**config.mk**
```make
export PLATFORM = sky130hd
export DESIGN_NAME = pdm_multichannel
export DESIGN_NICKNAME = d
export VERILOG_FILES = /design/src/rtl/pdm_multichannel.sv
export SDC_FILE = /design/constraint.sdc
export NUM_CORES = 1
export LEC_CHECK = 0
export CAP_MARGIN = 10
export CORE_AREA = 2 2 114 116
export CTS_CLUSTER_DIAMETER = 30
export CTS_CLUSTER_SIZE = 14
export DETAILED_ROUTE_END_ITERATION = 16
export DIE_AREA = 0 0 116 118
export PLACE_DENSITY = 0.62
export SETUP_SLACK_MARGIN = 0.2
export SLEW_MARGIN = 20
export SYNTH_ARGS = -nofsm -noshare
export SYNTH_HDL_FRONTEND = slang
export SYNTH_SLANG_ARGS = --single-unit
```
**constraint.sdc**
```tcl
create_clock -name clk -period 2.5 [get_ports clk]
set_clock_uncertainty 0.15 [all_clocks]
set_input_delay 0.5 -clock clk [delete_from_list [all_inputs] [get_ports clk]]
set_output_delay 0.5 -clock clk [all_outputs]
set_load 0.02 [all_outputs]
```
**src/rtl/pdm_multichannel.sv**
```systemverilog
// Multi-channel first-order PDM with per-channel shadow/target registers and atomic commit.
// Define PDM_RAMP_EN to compile in a one-LSB-per-cycle slew limit between target levels.
module pdm_multichannel #(
    parameter int CHANNELS = 4,
    parameter int BITS     = 8,
    localparam int AW      = (CHANNELS > 1) ? $clog2(CHANNELS) : 1
) (
    input  logic                clk,
    input  logic                rst,
    input  logic                stb,
    input  logic [AW-1:0]       addr,
    input  logic [BITS-1:0]     data,
    input  logic                commit,
    output logic                busy,
    output logic [CHANNELS-1:0] pdm
);

    // Bus side: stb and commit are single-cycle qualifiers sampled on every rising
    // edge with no back-pressure; a write and a commit in the same cycle act as
    // write-then-commit, so the committed target already holds the new data.
    logic [CHANNELS-1:0][BITS-1:0] shadow_q, shadow_d;
    logic [CHANNELS-1:0][BITS-1:0] target_q, target_d;
    logic [CHANNELS-1:0][BITS-1:0] level_q,  level_d;
    logic [CHANNELS-1:0][BITS:0]   acc_q,    acc_d;
    logic [CHANNELS-1:0]           differ;

    always_comb begin
        shadow_d = shadow_q;
        if (stb && (int'(addr) < CHANNELS)) begin
            shadow_d[addr] = data;
        end
    end

    always_comb begin
        target_d = target_q;
        if (commit) begin
            target_d = shadow_d;
        end
    end

`ifdef PDM_RAMP_EN
    // Step from the current level so a retarget mid-ramp never overshoots.
    always_comb begin
        level_d = level_q;
        for (int i = 0; i < CHANNELS; i++) begin
            if (level_q[i] < target_q[i]) begin
                level_d[i] = level_q[i] + 1'b1;
            end else if (level_q[i] > target_q[i]) begin
                level_d[i] = level_q[i] - 1'b1;
            end
        end
    end
`else
    always_comb begin
        level_d = target_q;
    end
`endif

    // Carry out of the accumulator is the PDM bit; the carry is dropped before the
    // next add so phase carries over level changes.
    always_comb begin
        acc_d = acc_q;
        for (int i = 0; i < CHANNELS; i++) begin
            acc_d[i] = {1'b0, acc_q[i][BITS-1:0]} + {1'b0, level_q[i]};
        end
    end

    always_comb begin
        differ = '0;
        pdm    = '0;
        for (int i = 0; i < CHANNELS; i++) begin
            differ[i] = (level_q[i] != target_q[i]);
            pdm[i]    = acc_q[i][BITS];
        end
    end

    assign busy = |differ;

    always_ff @(posedge clk) begin
        if (rst) begin
            shadow_q <= '0;
            target_q <= '0;
            level_q  <= '0;
            acc_q    <= '0;
        end else begin
            shadow_q <= shadow_d;
            target_q <= target_d;
            level_q  <= level_d;
            acc_q    <= acc_d;
        end
    end

endmodule

```
==> results.yml <==
critical_path:
  reg2reg_from: "level_q[16]"
  path_max_fanout: 2
  end_kind: "output pin"
  start_kind: "register"
  crit_required_ps: 1850
  startpoint: "level_q[20]"
  arrival_ps: 1690
  crit_type: "register to output pin"
synth:
  synth.avg_cell_area_sq_um: 10.0
  synth_seq_area_share_pct: 47.8
  syn_nets: 602
  synth_edf_count: 0
  synthDistinctLibCells: 37
  synth_top_cell_area_share_pct: 47.8
  synthArstFlopShare_pct: 0
  netlist_area_sq_um: 5530
  yosys_warnings: 0
  ys_ff_latch: 132
  ys_top_cells_by_area: "dfxtp_1 48%, ha_1 7.2%, nor2_1 6.2%, xnor2_1 6.2%, mux2i_1 5.8%"
  synth_top_flop_cell: "dfxtp_1"
  syn_inst: 552
  synth_largest_area_cell: "dfxtp_1"
die:
  start_util_pct: 44.5
  fp.dieArea_sq_um: 13700
  ios: 19
  fp.dieH_um: 118
  core_area_sq_um: 12400
  fp.dieW_um: 116
  num_rows: 41
power:
  p_int_mw: 3.91
  power.leakage_nw: 2.72
  pwr-share-clk_pct: 46.1
  p_sw_mw: 1.13
  sw_frac_of_total_pct: 22.5
  comb_power_share_pct: 8.8
  power_density_nw_per_um2: 761
  seqPwrFrac_pct: 45.1
  irDropWorstVdd_v: 0.000476
timing:
  tightest_slew_ps: 337
  finalHoldViolations: 0
  slew_viol_final: 0
  setup-tns-final_ps: 0
  timing.fmax_mhz: 427
  fin_crit_sh_pct: 93.6
  setup_viol: 0
  period_minus_slack_ps: 2340
  whs_ps: 327
  rsz0062_at_grt: "yes"
  max_slew_margin_pct: 76.9
layout:
  nets: 627
  antenna_cells: 0
  fill_cells: 1150
  final_cell_mix: "120 x dfxtp_1, 92 x nor2_1, 43 x nor2b_1"
  areaGrowthSynthToFinish_pct: 19.8
  drive_gt1_share_pct: 13.6
  final_common_cell: "dfxtp_1"
detailed_routing:
  ant_nets: 0
  wl_per_cell_um: 14.7
  drtIter0Drc: 152
  vias: 3829
  routed_wl_um: 11200
  drc: 0
  firstDrtPassIters: 4
  routed_via_density: 5.03
status:
  status: "completed"
worst_hold_path:
  min_from: "rst"
  holdCritPathClass: "input port to register"
clock_tree:
  ctsLongestPathBuffers: 2
  cts_max_level: 4
  cts-root-buf: "clkbuf_16"
  cts_sinks: 132
  clk_latency_ps: 410
  cts_hold_buf: 0
  clk_pin_slew_ps: 50
  cts_buffers: 17
  cts_tree: "done"
place:
  hpwl_um: 7860
  gp_congestion: 0.748
  portBuffers: 18
global_route:
  grt_busiest_layer: "met2"
  grt_pass1_wl_um: 18000
  use_met1_pct: 24.8
  grt_antenna_before_repair: 0
  met3_usage_pct: 3.86
  grt_start_max_net_pins: 65
  grt-ovfl-total: 0
  grt_usage_pct: 17.4
  grt_pass1_vias: 3562
  met2_usage_pct: 25.5
flow_run:
  drv_cap: 0
==> synth_stat cells (9+ instances only) <==
library cell / n
a211oi_1: 37
clkbuf_1: 12
dfxtp_1: 132
ha_1: 32
inv_1: 10
mux2i_1: 32
nor2_1: 92
nor2b_1: 43
nor3_1: 9
o21a_1: 9
xnor2_1: 39
==> power groups by stage <==
stage | registers, mW | clock network (mW) | logic [mW]
floorplan | 2.29 | 0 | 0.305
global placement | 2.31 | 0 | 0.416
detailed placement | 2.31 | 0 | 0.426
CTS | 2.27 | 2.36 | 0.443
global route | 2.28 | 2.48 | 0.493
finish | 2.27 | 2.32 | 0.443
==> stage by stage <==
stage / util [%] / area (sq um) / std cells / setup slack (ps) / power (mW)
floorplan: - / 5530 / 552 / 549 / 2.60
global placement: 47.8 / 5930 / 729 / 125 / 2.72
detailed placement: 47.8 / 5930 / 729 / 87.1 / 2.74
CTS: 53.2 / 6600 / 761 / 156 / 5.07
global route: 53.3 / 6620 / 761 / 54.7 / 5.25
finish: 53.3 / 6620 / 761 / 160 / 5.04
==> kinds of logic after synthesis <==
group	after synthesis	synth area share (%)
xor+xnor	39	6.18
flops	132	47.8
mux	36	6.61
buf+inv	39	3.08
fa+ha+maj	36	8.69
simple gates	185	16.5
compound gates	85	11.2
==> per-layer routing <==
layer	wire [um]	share of wire, %
met4	217	1.9
met2	4990	45
met5	0	0
met1	5640	50
met3	341	3.0
==> worst max-delay path, stage by stage, from the launching register on <==
cell and delay (ps):
dfxtp_1 440, xnor2_1 150, nand4_1 170, nor4_2 200, nand2_1 160, buf_6 160
==> path summary, 6_finish.rpt <==
kind,slack (ps),depth (start not counted),end
hold / removal,330,2,acc_q[20]
setup reg to reg,330,6,acc_q[24]
setup / recovery,160,5,busy
hold reg to reg,340,1,level_q[21]
==> what timing repair did <==
item	CTS	global route
gates resized for setup	31	4
hold endpoints to repair	0	0
setup endpoints to repair	1	3
pin swaps	4	1
buffers inserted	1	0
==> area by class of cell <==
cell class,count,area [sq um],share of cell area [%]
clock buffers,27,513,7.75
inverters,10,37.5,0.567
clock inverters,4,45.0,0.680
flip-flops and latches,132,2660,40.2
well taps,172,215,3.25
multi-input cells,381,2830,42.7
repair buffers,35,327,4.93
==> sequential cells by signal, indices dropped and copies added, names as in the netlist <==
signal    count
level_d      32
acc_q        32
pdm           4
shadow_q     32
level_q      32
Note: power is estimated with default switching activity, not from simulation.
